$ cat src/rtl/riscv_defs_pkg.sv
// Shared definitions for the instruction fetch unit.
// Build option: RISCV_FETCH_SKID_EN selects a two-entry fetch buffer
// (one-entry buffer when undefined).
package riscv_defs_pkg;

  typedef enum logic [1:0] {
    ST_IDLE = 2'd0,
    ST_REQ  = 2'd1,
    ST_WAIT = 2'd2
  } fetch_state_e;

`ifdef RISCV_FETCH_SKID_EN
  localparam int FETCH_BUF_DEPTH = 2;
`else
  localparam int FETCH_BUF_DEPTH = 1;
`endif

  localparam int FETCH_CNT_W = $clog2(FETCH_BUF_DEPTH + 1);

  // addi x0, x0, 0
  localparam logic [31:0] NOP_INSTR = 32'h0000_0013;

  typedef struct packed {
    logic [31:0] instr;
    logic [31:0] pc;
  } fetch_entry_t;

endpackage

$ cat src/rtl/riscv_fetch_buf.sv
// Small shift-style FIFO: head always sits in slot 0, so the output is a
// plain register read. Push and pop may coincide; flush empties it at the edge.
module riscv_fetch_buf #(
  parameter int DEPTH = 2,
  parameter int W     = 64,
  parameter int CW    = $clog2(DEPTH + 1)
) (
  input  logic          clk_i,
  input  logic          rst_ni,
  input  logic          push,
  input  logic          pop,
  input  logic          flush,
  input  logic [W-1:0]  din,
  output logic [W-1:0]  head,
  output logic [CW-1:0] count
);

  logic [DEPTH-1:0][W-1:0] mem_q, mem_d;
  logic [DEPTH:0][W-1:0]   ext;
  logic [CW-1:0]           count_q;
  logic [CW-1:0]           wr_idx;

  // A zero slot above the top entry lets the shift read i+1 without a range guard.
  assign ext    = {{W{1'b0}}, mem_q};
  assign wr_idx = count_q - CW'(pop);
  assign head   = mem_q[0];
  assign count  = count_q;

  // Next storage contents: shift down on pop, then write the new entry behind the survivors.
  always_comb begin
    mem_d = mem_q;
    for (int i = 0; i < DEPTH; i++) begin
      if (pop) mem_d[i] = ext[i+1];
      if (push && (CW'(i) == wr_idx)) mem_d[i] = din;
    end
  end

  // Storage and occupancy registers.
  always_ff @(posedge clk_i or negedge rst_ni) begin
    if (!rst_ni) begin
      mem_q   <= '0;
      count_q <= '0;
    end else if (flush) begin
      count_q <= '0;
    end else begin
      mem_q   <= mem_d;
      count_q <= count_q + CW'(push) - CW'(pop);
    end
  end

endmodule

$ cat src/rtl/riscv_fetch.sv
// Instruction fetch front end: one outstanding I-cache request, redirect
// with in-flight response squashing, and a small buffer towards decode.
// Build option: RISCV_FETCH_SKID_EN (buffer depth 2 instead of 1).
module riscv_fetch
  import riscv_defs_pkg::*;
(
  input  logic        clk_i,
  input  logic        rst_ni,
  input  logic        fetch_branch_i,
  input  logic [31:0] fetch_branch_pc_i,
  output logic        icache_rd_o,
  output logic [31:0] icache_pc_o,
  input  logic        icache_accept_i,
  input  logic        icache_valid_i,
  input  logic [31:0] icache_inst_i,
  output logic        fetch_valid_o,
  output logic [31:0] fetch_instr_o,
  output logic [31:0] fetch_pc_o,
  input  logic        fetch_accept_i
);

  fetch_state_e           state_q;
  logic [31:0]            pc_q;
  logic [31:0]            req_pc_q;
  logic                   drop_q;

  logic [31:0]            branch_pc;
  logic                   outstanding;
  logic                   buf_push, buf_pop, buf_empty, room;
  logic [FETCH_CNT_W-1:0] buf_count;
  fetch_entry_t           buf_din, buf_head;

  assign branch_pc   = fetch_branch_pc_i & ~32'h3;
  // A request is in flight in WAIT, or after a redirect until its response is squashed.
  assign outstanding = (state_q == ST_WAIT) || drop_q;

  assign buf_empty     = (buf_count == '0);
  assign fetch_valid_o = !buf_empty && !fetch_branch_i;
  assign buf_pop       = fetch_valid_o && fetch_accept_i;
  assign room          = (buf_count - FETCH_CNT_W'(buf_pop)) < FETCH_CNT_W'(FETCH_BUF_DEPTH);

  // Holding off while a squashed response is pending keeps a single request in flight.
  assign icache_rd_o = (state_q == ST_REQ) && !fetch_branch_i && !drop_q && room;
  assign icache_pc_o = pc_q;

  assign buf_push = icache_valid_i && !fetch_branch_i && (state_q == ST_WAIT) && !drop_q;
  assign buf_din  = '{instr: icache_inst_i, pc: req_pc_q};

  // Empty buffer shows NOP once running; before the first redirect everything reads zero.
  assign fetch_instr_o = !buf_empty ? buf_head.instr :
                         (state_q == ST_IDLE) ? 32'h0 : NOP_INSTR;
  assign fetch_pc_o    = buf_empty ? 32'h0 : buf_head.pc;

  // Fetch sequencing: start/redirect, request handshake, response tracking and squash.
  always_ff @(posedge clk_i or negedge rst_ni) begin
    if (!rst_ni) begin
      state_q  <= ST_IDLE;
      pc_q     <= 32'h0;
      req_pc_q <= 32'h0;
      drop_q   <= 1'b0;
    end else begin
      case (state_q)
        ST_IDLE: begin
          if (fetch_branch_i) begin
            state_q <= ST_REQ;
            pc_q    <= branch_pc;
          end
        end
        ST_REQ, ST_WAIT: begin
          if (fetch_branch_i) begin
            state_q <= ST_REQ;
            pc_q    <= branch_pc;
            drop_q  <= outstanding && !icache_valid_i;
          end else begin
            if (state_q == ST_REQ && icache_rd_o && icache_accept_i) begin
              state_q  <= ST_WAIT;
              pc_q     <= pc_q + 32'd4;
              req_pc_q <= pc_q;
            end
            if (state_q == ST_WAIT && icache_valid_i) state_q <= ST_REQ;
            if (drop_q && icache_valid_i) drop_q <= 1'b0;
          end
        end
        default: state_q <= ST_IDLE;
      endcase
    end
  end

  riscv_fetch_buf #(
    .DEPTH (FETCH_BUF_DEPTH),
    .W     ($bits(fetch_entry_t)),
    .CW    (FETCH_CNT_W)
  ) u_buf (
    .clk_i  (clk_i),
    .rst_ni (rst_ni),
    .push   (buf_push),
    .pop    (buf_pop),
    .flush  (fetch_branch_i),
    .din    (buf_din),
    .head   (buf_head),
    .count  (buf_count)
  );

endmodule

$ cat config.mk
export PLATFORM = sky130hd
export DESIGN_NAME = riscv_fetch
export DESIGN_NICKNAME = d
export VERILOG_FILES = /design/src/rtl/riscv_defs_pkg.sv /design/src/rtl/riscv_fetch_buf.sv /design/src/rtl/riscv_fetch.sv
export SDC_FILE = /design/constraint.sdc
export NUM_CORES = 1
export LEC_CHECK = 0
export ABC_AREA = 1
export BUFFER_PORTS_ARGS = -buffer_cell sky130_fd_sc_hd__buf_2
export CORE_ASPECT_RATIO = 0.7
export CORE_MARGIN = 2
export CORE_UTILIZATION = 58
export CTS_BUF_LIST = sky130_fd_sc_hd__clkbuf_16
export CTS_CLUSTER_SIZE = 40
export DETAILED_ROUTE_END_ITERATION = 6
export MAX_ROUTING_LAYER = met4
export PLACE_DENSITY = 0.86
export SETUP_SLACK_MARGIN = 0.05
export SLEW_MARGIN = 0
export SYNTH_ARGS = -nofsm -noshare
export SYNTH_HDL_FRONTEND = slang
export SYNTH_SLANG_ARGS = --single-unit
$ cat constraint.sdc
create_clock -name clk_i -period 2.6 [get_ports clk_i]
set_input_delay 0.52 -clock clk_i [delete_from_list [all_inputs] [get_ports clk_i]]
set_output_delay 0.52 -clock clk_i [all_outputs]
set_load 0.005 [all_outputs]
==> results of run 1 <==
-- placed cells by master (no fill, tap or decap), types with 6 or more instances in the layout --
cell and instances:
nand2_1 337, buf_2 162, o21ai_1 9, nand3_1 151
dfrtp_1 126, a21oi_1 6, o21ai_0 54, buf_4 12
inv_1 113, nor2_1 88, clkbuf_16 17
-- stage by stage --
step | power (W) | instance area [sq um]
finish | 0.00887 | 8360
global route | 0.00950 | 8360
CTS | 0.00884 | 8360
detailed placement | 0.00637 | 7760
global placement | 0.00623 | 7760
floorplan | 0.00537 | 6820
-- final timing paths --
check	endpoint	slack (ns)
min in group clk_i	drop_q$_DFFE_PN0P_	0.31
max	fetch_instr_o[4]	0.42
min reg2reg	req_pc_q[23]$_DFFE_PN0P_	0.49
max reg2reg	icache_pc_o[28]$_DFFE_PN0P_	0.49
max in group asynchronous	u_buf.head[50]$_DFFE_PN0P_	1.76
min	u_buf.head[28]$_DFFE_PN0P_	0.15
-- sequential cells by signal, indices dropped and copies added (netlist names) --
register and cells:
icache_pc_o 30, drop_q 1, u_buf.count 1, req_pc_q 30
u_buf.head 63, state_q 2
-- logic make-up after synthesis --
kind of cell | share of synthesized area
XOR/XNOR | 0.00643
AO/OA/AOI/OAI | 0.0571
AND/OR/NAND/NOR | 0.363
buffers and inverters | 0.0970
other | 0.000550
adder cells (fa/ha/maj) | 0.00918
flip-flops | 0.466
-- power groups by stage --
stage / Clock [W] / Combinational (W) / Sequential (W)
2_1_floorplan: 0 / 0.00195 / 0.00342
3_3_place_gp: 0 / 0.00266 / 0.00357
3_5_place_dp: 0 / 0.00276 / 0.00361
4_1_cts: 0.00245 / 0.00281 / 0.00359
5_1_grt: 0.00255 / 0.00324 / 0.00372
6_report: 0.00244 / 0.00282 / 0.00361
-- metal layers --
metal | wire length (microns) | track usage | vias up
met5 | 0 | - | -
met4 | 230 | 0.0940 | 0
met3 | 1770 | 0.0612 | 30
met2 | 8370 | 0.451 | 327
met1 | 8180 | 0.439 | 3185
li1 | - | - | 3326
-- final cells by class --
cell class	instances	area, sq um	share of cell area
Multi-Input combinational cell	681	3000	0.358
Sequential cell	127	3180	0.380
Clock buffer	17	425	0.0509
Clock inverter	15	176	0.0211
Tap cell	157	196	0.0235
Timing Repair Buffer	177	961	0.115
Inverter	114	428	0.0512
-- synth_stat cells (all sizes together) --
master    n  share of area
inv     114          0.063
nor3      4         0.0037
dfrtp   127           0.47
or2       4         0.0037
nand4     3         0.0028
o21ai    64          0.048
nand2   340           0.19
buf      21          0.018
a21oi     7         0.0068
o22ai     2         0.0018
nor2     89          0.050
xnor2     1         0.0013
xor2      4         0.0051
a31oi     1        0.00092
clkbuf   30          0.017
conb      1        0.00055
nand3b    2         0.0022
ha        5         0.0092
nand3   153           0.11
-- critical path: cells and delay by family (launching register included) --
family,cells,cell delay (ns)
flops,1,0.42
buf+inv,2,0.38
simple gates,1,0.35
compound gates,1,0.09
==> summary.md, run 1 <==
| Metric | Value |
|---|---|
| Min Clock Period, post-route | `2.18 ns` |
| Initial Util | `0.589` |
| Seq pwr share | `0.408` |
| Syn Inst Count | `972` |
| # resized after CTS | `0` |
| Final setup viols | `0` |
| Final WS setup | `0.422 ns` |
| CP startpoint | `u_buf.count$_DFF_PN0_` |
| RePlAce Congestion | `0.973` |
| DR pass1 iterations | `6` |
| I/O Buffers | `approximately 160` |
| Final Max Tran Viols | `0` |
| Die W | `around 130 microns` |
| Psw | `0.00337 W` |
| CP max-delay cell | `dfrtp_2` |
| Headroom to the max-slew limit | `0.550` |
| Post-detail-place hpwl | `12400 microns` |
| Syn_area_per_cell | `7.01 sq um` |
| Largest net degree at the start of global routing | `62` |
| Final period util | `0.838` |
| Worst-Margin Slew | `between 0.6 and 0.7 ns` |
| Final Non-Filler Cells | `1288` |
| Initial DRC count | `722` |
| Yosys reg bits | `127` |
| TNS Setup | `0 ns` |
| Worst R2R Start | `icache_pc_o[2]$_DFFE_PN0P_` |
| Row count | `33` |
| Endpoint class of the critical path | `primary output` |
| Area Overhead vs Synth | `22.7%` |
| CTS clk-pin slew, worst paths | `0.06 ns` |
| Crit start category | `flop` |
| Max Clock Skew | `0.00934 ns` |
| Vias in the first global route | `5979` |
| Final core occ | `0.723` |
| Clock share of power | `0.275` |
| # hold bufs at CTS | `0` |
| CP Cell Sequence | `buf_4 -> or2_2 -> o21ai_0 -> buf_2` |
| Clock Latency Late Sink | `a little over 0.4 ns` |
| Chip Height | `94.7 microns` |
| Clock sink count | `127` |
| Nets | `1193` |
| Gr ovfl total | `0` |
| Worst hold slack | `around 0.15 ns` |
| VDD IR max | `0.612 mV` |
| Die Area | `12600 sq um` |
| Reg2Reg Depth | `10` |
| First-pass GRT wire length | `between 20000 and 30000 microns` |
| Diodes inserted | `0` |
| Setup Slack @ Placement | `between 0.4 and 0.5 ns` |
| Power per cell area | `1060 nW/um^2` |
| Via count | `6868` |
| Crit-path max cell delay | `0.42 ns` |
| RSZ-0062 raised after global routing | `no` |
| Crit path DAT | `1.66 ns` |
| Combinational share of power | `0.318` |
| Distinct cells, synth | `31` |
| Clk root buf | `clkbuf_16` |
| Type of the worst setup path | `reg -> out` |
| Setup bufs post-CTS | `0` |
| Synthesized cell area | `6810 sq um` |
| Layout cells sized above 1 | `0.195` |
| Initial antenna violation count | `0` |
| Maxcap violations | `0` |
| Clock buffer count from CTS | `17` |
| Sw Share | `0.380` |
| Average wire per standard cell | `14.4 microns` |
| Leakage | `a little under 5 nW` |
| Clock Tree Buf Depth | `2` |
| Final Hold Viols | `0` |
| Synth Warn # | `0` |
| Avg Vias per Cell | `5.33` |
| CORE AREA | `approximately 12000 sq um` |
| Pint | `~0.0055 W` |
| Routed WL | `18500 microns` |
| Run status | `finished clean` |
| HP Class | `in -> async` |
| Worst Path Max Fanout | `28` |
| Drt drc | `0` |
| CTS tree | `done` |
| Worst EP required | `2.08 ns` |
| Fill cells | `953` |
| DRT antenna net count | `0` |
| Ports | `168` |
| H-tree depth | `4` |
| Placed Instances | `roughly 1300` |
| Seq/Total Area, Yosys | `0.466` |
| Gr usage total | `0.309` |
| Fmax | `459 MHz` |
(Power assumes the default switching activity.)
==> inputs of run 2 (changes only) <==
--- a/config.mk
+++ b/config.mk
@@ -9,12 +9,12 @@
 export BUFFER_PORTS_ARGS = -buffer_cell sky130_fd_sc_hd__buf_2
 export CORE_ASPECT_RATIO = 0.7
 export CORE_MARGIN = 2
-export CORE_UTILIZATION = 58
+export CORE_UTILIZATION = 49
 export CTS_BUF_LIST = sky130_fd_sc_hd__clkbuf_16
 export CTS_CLUSTER_SIZE = 40
 export DETAILED_ROUTE_END_ITERATION = 6
 export MAX_ROUTING_LAYER = met4
-export PLACE_DENSITY = 0.86
+export PLACE_DENSITY = 0.77
 export SETUP_SLACK_MARGIN = 0.05
 export SLEW_MARGIN = 0
 export SYNTH_ARGS = -nofsm -noshare
==> constraint.sdc (replaced) <==
create_clock -name clk_i -period 2 [get_ports clk_i]
set_input_delay 0.4 -clock clk_i [delete_from_list [all_inputs] [get_ports clk_i]]
set_output_delay 0.4 -clock clk_i [all_outputs]
set_load 0.005 [all_outputs]
==> run 2 against run 1 <==
Compared with the run above: cell area rose by 2.5%; clock skew rose by 0.0019 ns; sequential power is 30% higher; largest cell class unchanged.
==> summary.md, run 2 (synthesis results as in run 1) <==
| Metric | Value |
|---|---|
| Sw Share | `0.386 (+0.00530)` |
| Largest register FFs | `63 (unchanged)` |
| Critical Path End | `fetch_instr_o[4]` |
| Crit start category | `flop` |
| TNS Setup | `0 ns (unchanged)` |
| Clock Latency Late Sink | `0.41 ns (about the same)` |
| Placed Instances | `1299 (+3.4%)` |
| CTS clk-pin slew, worst paths | `0.06 ns (about the same)` |
| CTS tree | `done` |
| I/O Buffers | `163 (unchanged)` |
| Row count | `36 (+9.1%)` |
| Pint | `0.00714 W (+30%)` |
| Final Hold Viols | `0 (unchanged)` |
| Area Overhead vs Synth | `25.8%` |
| H-tree depth | `4 (unchanged)` |
| Min Clock Period, post-route | `1.87 ns` |
| Clock Tree Buf Depth | `2 (unchanged)` |
| Worst hold slack | `0.190 ns (+0.0415 ns)` |
| Power per cell area | `1360 nW/um^2 (+28%)` |
| Chip Height | `103 microns (+8.4%)` |
| GRT met2 Usage | `0.393 (-0.0584)` |
| Ports | `168 (unchanged)` |
| Avg Vias per Cell | `5.06 (-5.1%)` |
| Met1 usage | `0.393 (-0.0469)` |
| Leakage | `5.03 nW (+1.7%)` |
| Post-detail-place hpwl | `13200 microns (+6.2%)` |
| Final Non-Filler Cells | `1336 (+3.7%)` |
| Initial DRC count | `530 (-27%)` |
| Reg2reg end | `icache_pc_o[11]$_DFFE_PN0P_` |
| Power Total | `0.0116 W (+31%)` |
| GR peak layer | `met2` |
| Clock sink count | `127 (unchanged)` |
| Most common cell after layout, fill and taps aside | `nand2_1` |
| VDD IR max | `0.787 mV (+29%)` |
| Fmax | `536 MHz` |
| Worst EP required | `1.60 ns (-0.48 ns)` |
| CP startpoint | `state_q[0]$_DFFE_PN0P_` |
| Run status | `finished clean` |
| Layout cells sized above 1 | `0.209 (+0.0149)` |
| Max Clock Skew | `0.0112 ns (+0.00188 ns)` |
| Routed WL | `19100 microns (+2.8%)` |
| R2r setup slk | `0.18 ns (-0.31 ns)` |
| Nets | `1209 (+1.3%)` |
| Final setup viols | `0 (unchanged)` |
| Gr ovfl total | `0 (unchanged)` |
| Psw | `0.00448 W (+33%)` |
| RSZ-0062 raised after global routing | `no` |
| Final Max Tran Viols | `0 (unchanged)` |
| Reg2Reg Depth | `10 (unchanged)` |
| Final period util | `0.933` |
| Commonest non-fill, non-tap cells in the layout | `nand2_1 (336), buf_2 (162), nand3_1 (151)` |
| Clock share of power | `0.252 (-0.023)` |
| HP Class | `in -> reg` |
| Worst R2R Start | `state_q[0]$_DFFE_PN0P_` |
| Average wire per standard cell | `14.3 microns (-0.91%)` |
| Clk root buf | `clkbuf_16` |
| Fill cells | `1282 (+35%)` |
| CORE AREA | `13700 sq um (+19%)` |
| RePlAce Congestion | `0.952 (-2.2%)` |
| Worst Path Max Fanout | `3 (-89%)` |
| Vias in the first global route | `6115 (+2.3%)` |
| Initial Util | `0.496 (-0.0934)` |
| First-pass GRT wire length | `31000 microns (+4.7%)` |
| Endpoint class of the critical path | `primary output` |
| Maxcap violations | `0 (unchanged)` |
| Diodes inserted | `0 (unchanged)` |
| Seq pwr share | `0.403 (-0.005)` |
| Type of the worst setup path | `reg -> out` |
| Via count | `6760 (-1.6%)` |
| Met3 Use GR | `0.0584 (-0.00278)` |
| Gr usage total | `0.270 (-0.0386)` |
| Drt drc | `0 (unchanged)` |
| Die W | `145 microns (+8.5%)` |
| DRT antenna net count | `0 (unchanged)` |
| DR pass1 iterations | `5 (-1)` |
| Die Area | `14900 sq um (+18%)` |
| Crit path DAT | `1.47 ns (-0.19 ns)` |
| Largest net degree at the start of global routing | `62 (unchanged)` |
| Combinational share of power | `0.345 (+0.027)` |
| Clock buffer count from CTS | `17 (unchanged)` |
| Initial antenna violation count | `0 (unchanged)` |
run 2: routing by layer:
| metal | share of wire | up-vias |
|---|---|---|
| met5 | 0 | - |
| met4 | 0.0068 | 0 |
| met3 | 0.086 | 14 |
| met2 | 0.43 | 284 |
| met1 | 0.47 | 3099 |
| li1 | - | 3363 |
run 2: worst max-delay path, cell delays in order, from the launching register on:
cell     delay [ns]
dfrtp_1        0.35
inv_1          0.07
ha_2           0.20
or2_4          0.24
o21ai_0        0.07
buf_2          0.13
run 2: timing repair:
action	in CTS	in global routing
endpoints found under the setup margin	3	17
pin swaps	0	2
cloned	0	1
buffers inserted	2	2
hold endpoints to repair	30	0
hold buffers	1	0
resized for setup	1	10
run 2: stage by stage:
step	utilization	cell area [sq um]	setup slack [ns]
detailed placement	0.577	7930	0.0836
floorplan	-	6820	0.372
global route	0.624	8570	0.0559
global placement	0.577	7930	0.176
finish	0.624	8570	0.134
CTS	0.619	8510	0.0590
run 2: power groups by stage:
stage | clock (W) | combinational (W) | sequential [W]
after global placement | 0 | 0.00367 | 0.00468
final | 0.00293 | 0.00401 | 0.00469
after detailed placement | 0 | 0.00378 | 0.00471
after CTS | 0.00295 | 0.00386 | 0.00466
after global routing | 0.00308 | 0.00462 | 0.00484
after floorplan | 0 | 0.00253 | 0.00445
run 2: worst min-delay path by stage:
stage                               from                    endpoint  slack, ns  cells past startpoint
final                     icache_valid_i          drop_q$_DFFE_PN0P_       0.19                      2
after global routing      icache_valid_i          drop_q$_DFFE_PN0P_       0.18                      2
after CTS                 icache_valid_i          drop_q$_DFFE_PN0P_       0.17                      2
after detailed placement          rst_ni  u_buf.head[17]$_DFFE_PN0P_       0.38                      1
after global placement            rst_ni  u_buf.head[31]$_DFFE_PN0P_       0.38                      1
after floorplan                   rst_ni          drop_q$_DFFE_PN0P_       0.10                      0
run 2: final cells by class:
| class | instances | area [sq um] | share of cell area |
|---|---|---|---|
| sequential | 127 | 3180 | 0.371 |
| multi-input combinational | 681 | 3020 | 0.352 |
| timing repair buffer | 193 | 1160 | 0.135 |
| inverter | 114 | 428 | 0.0499 |
| clock buffer | 17 | 425 | 0.0496 |
| tap | 190 | 238 | 0.0277 |
| clock inverter | 14 | 128 | 0.0149 |
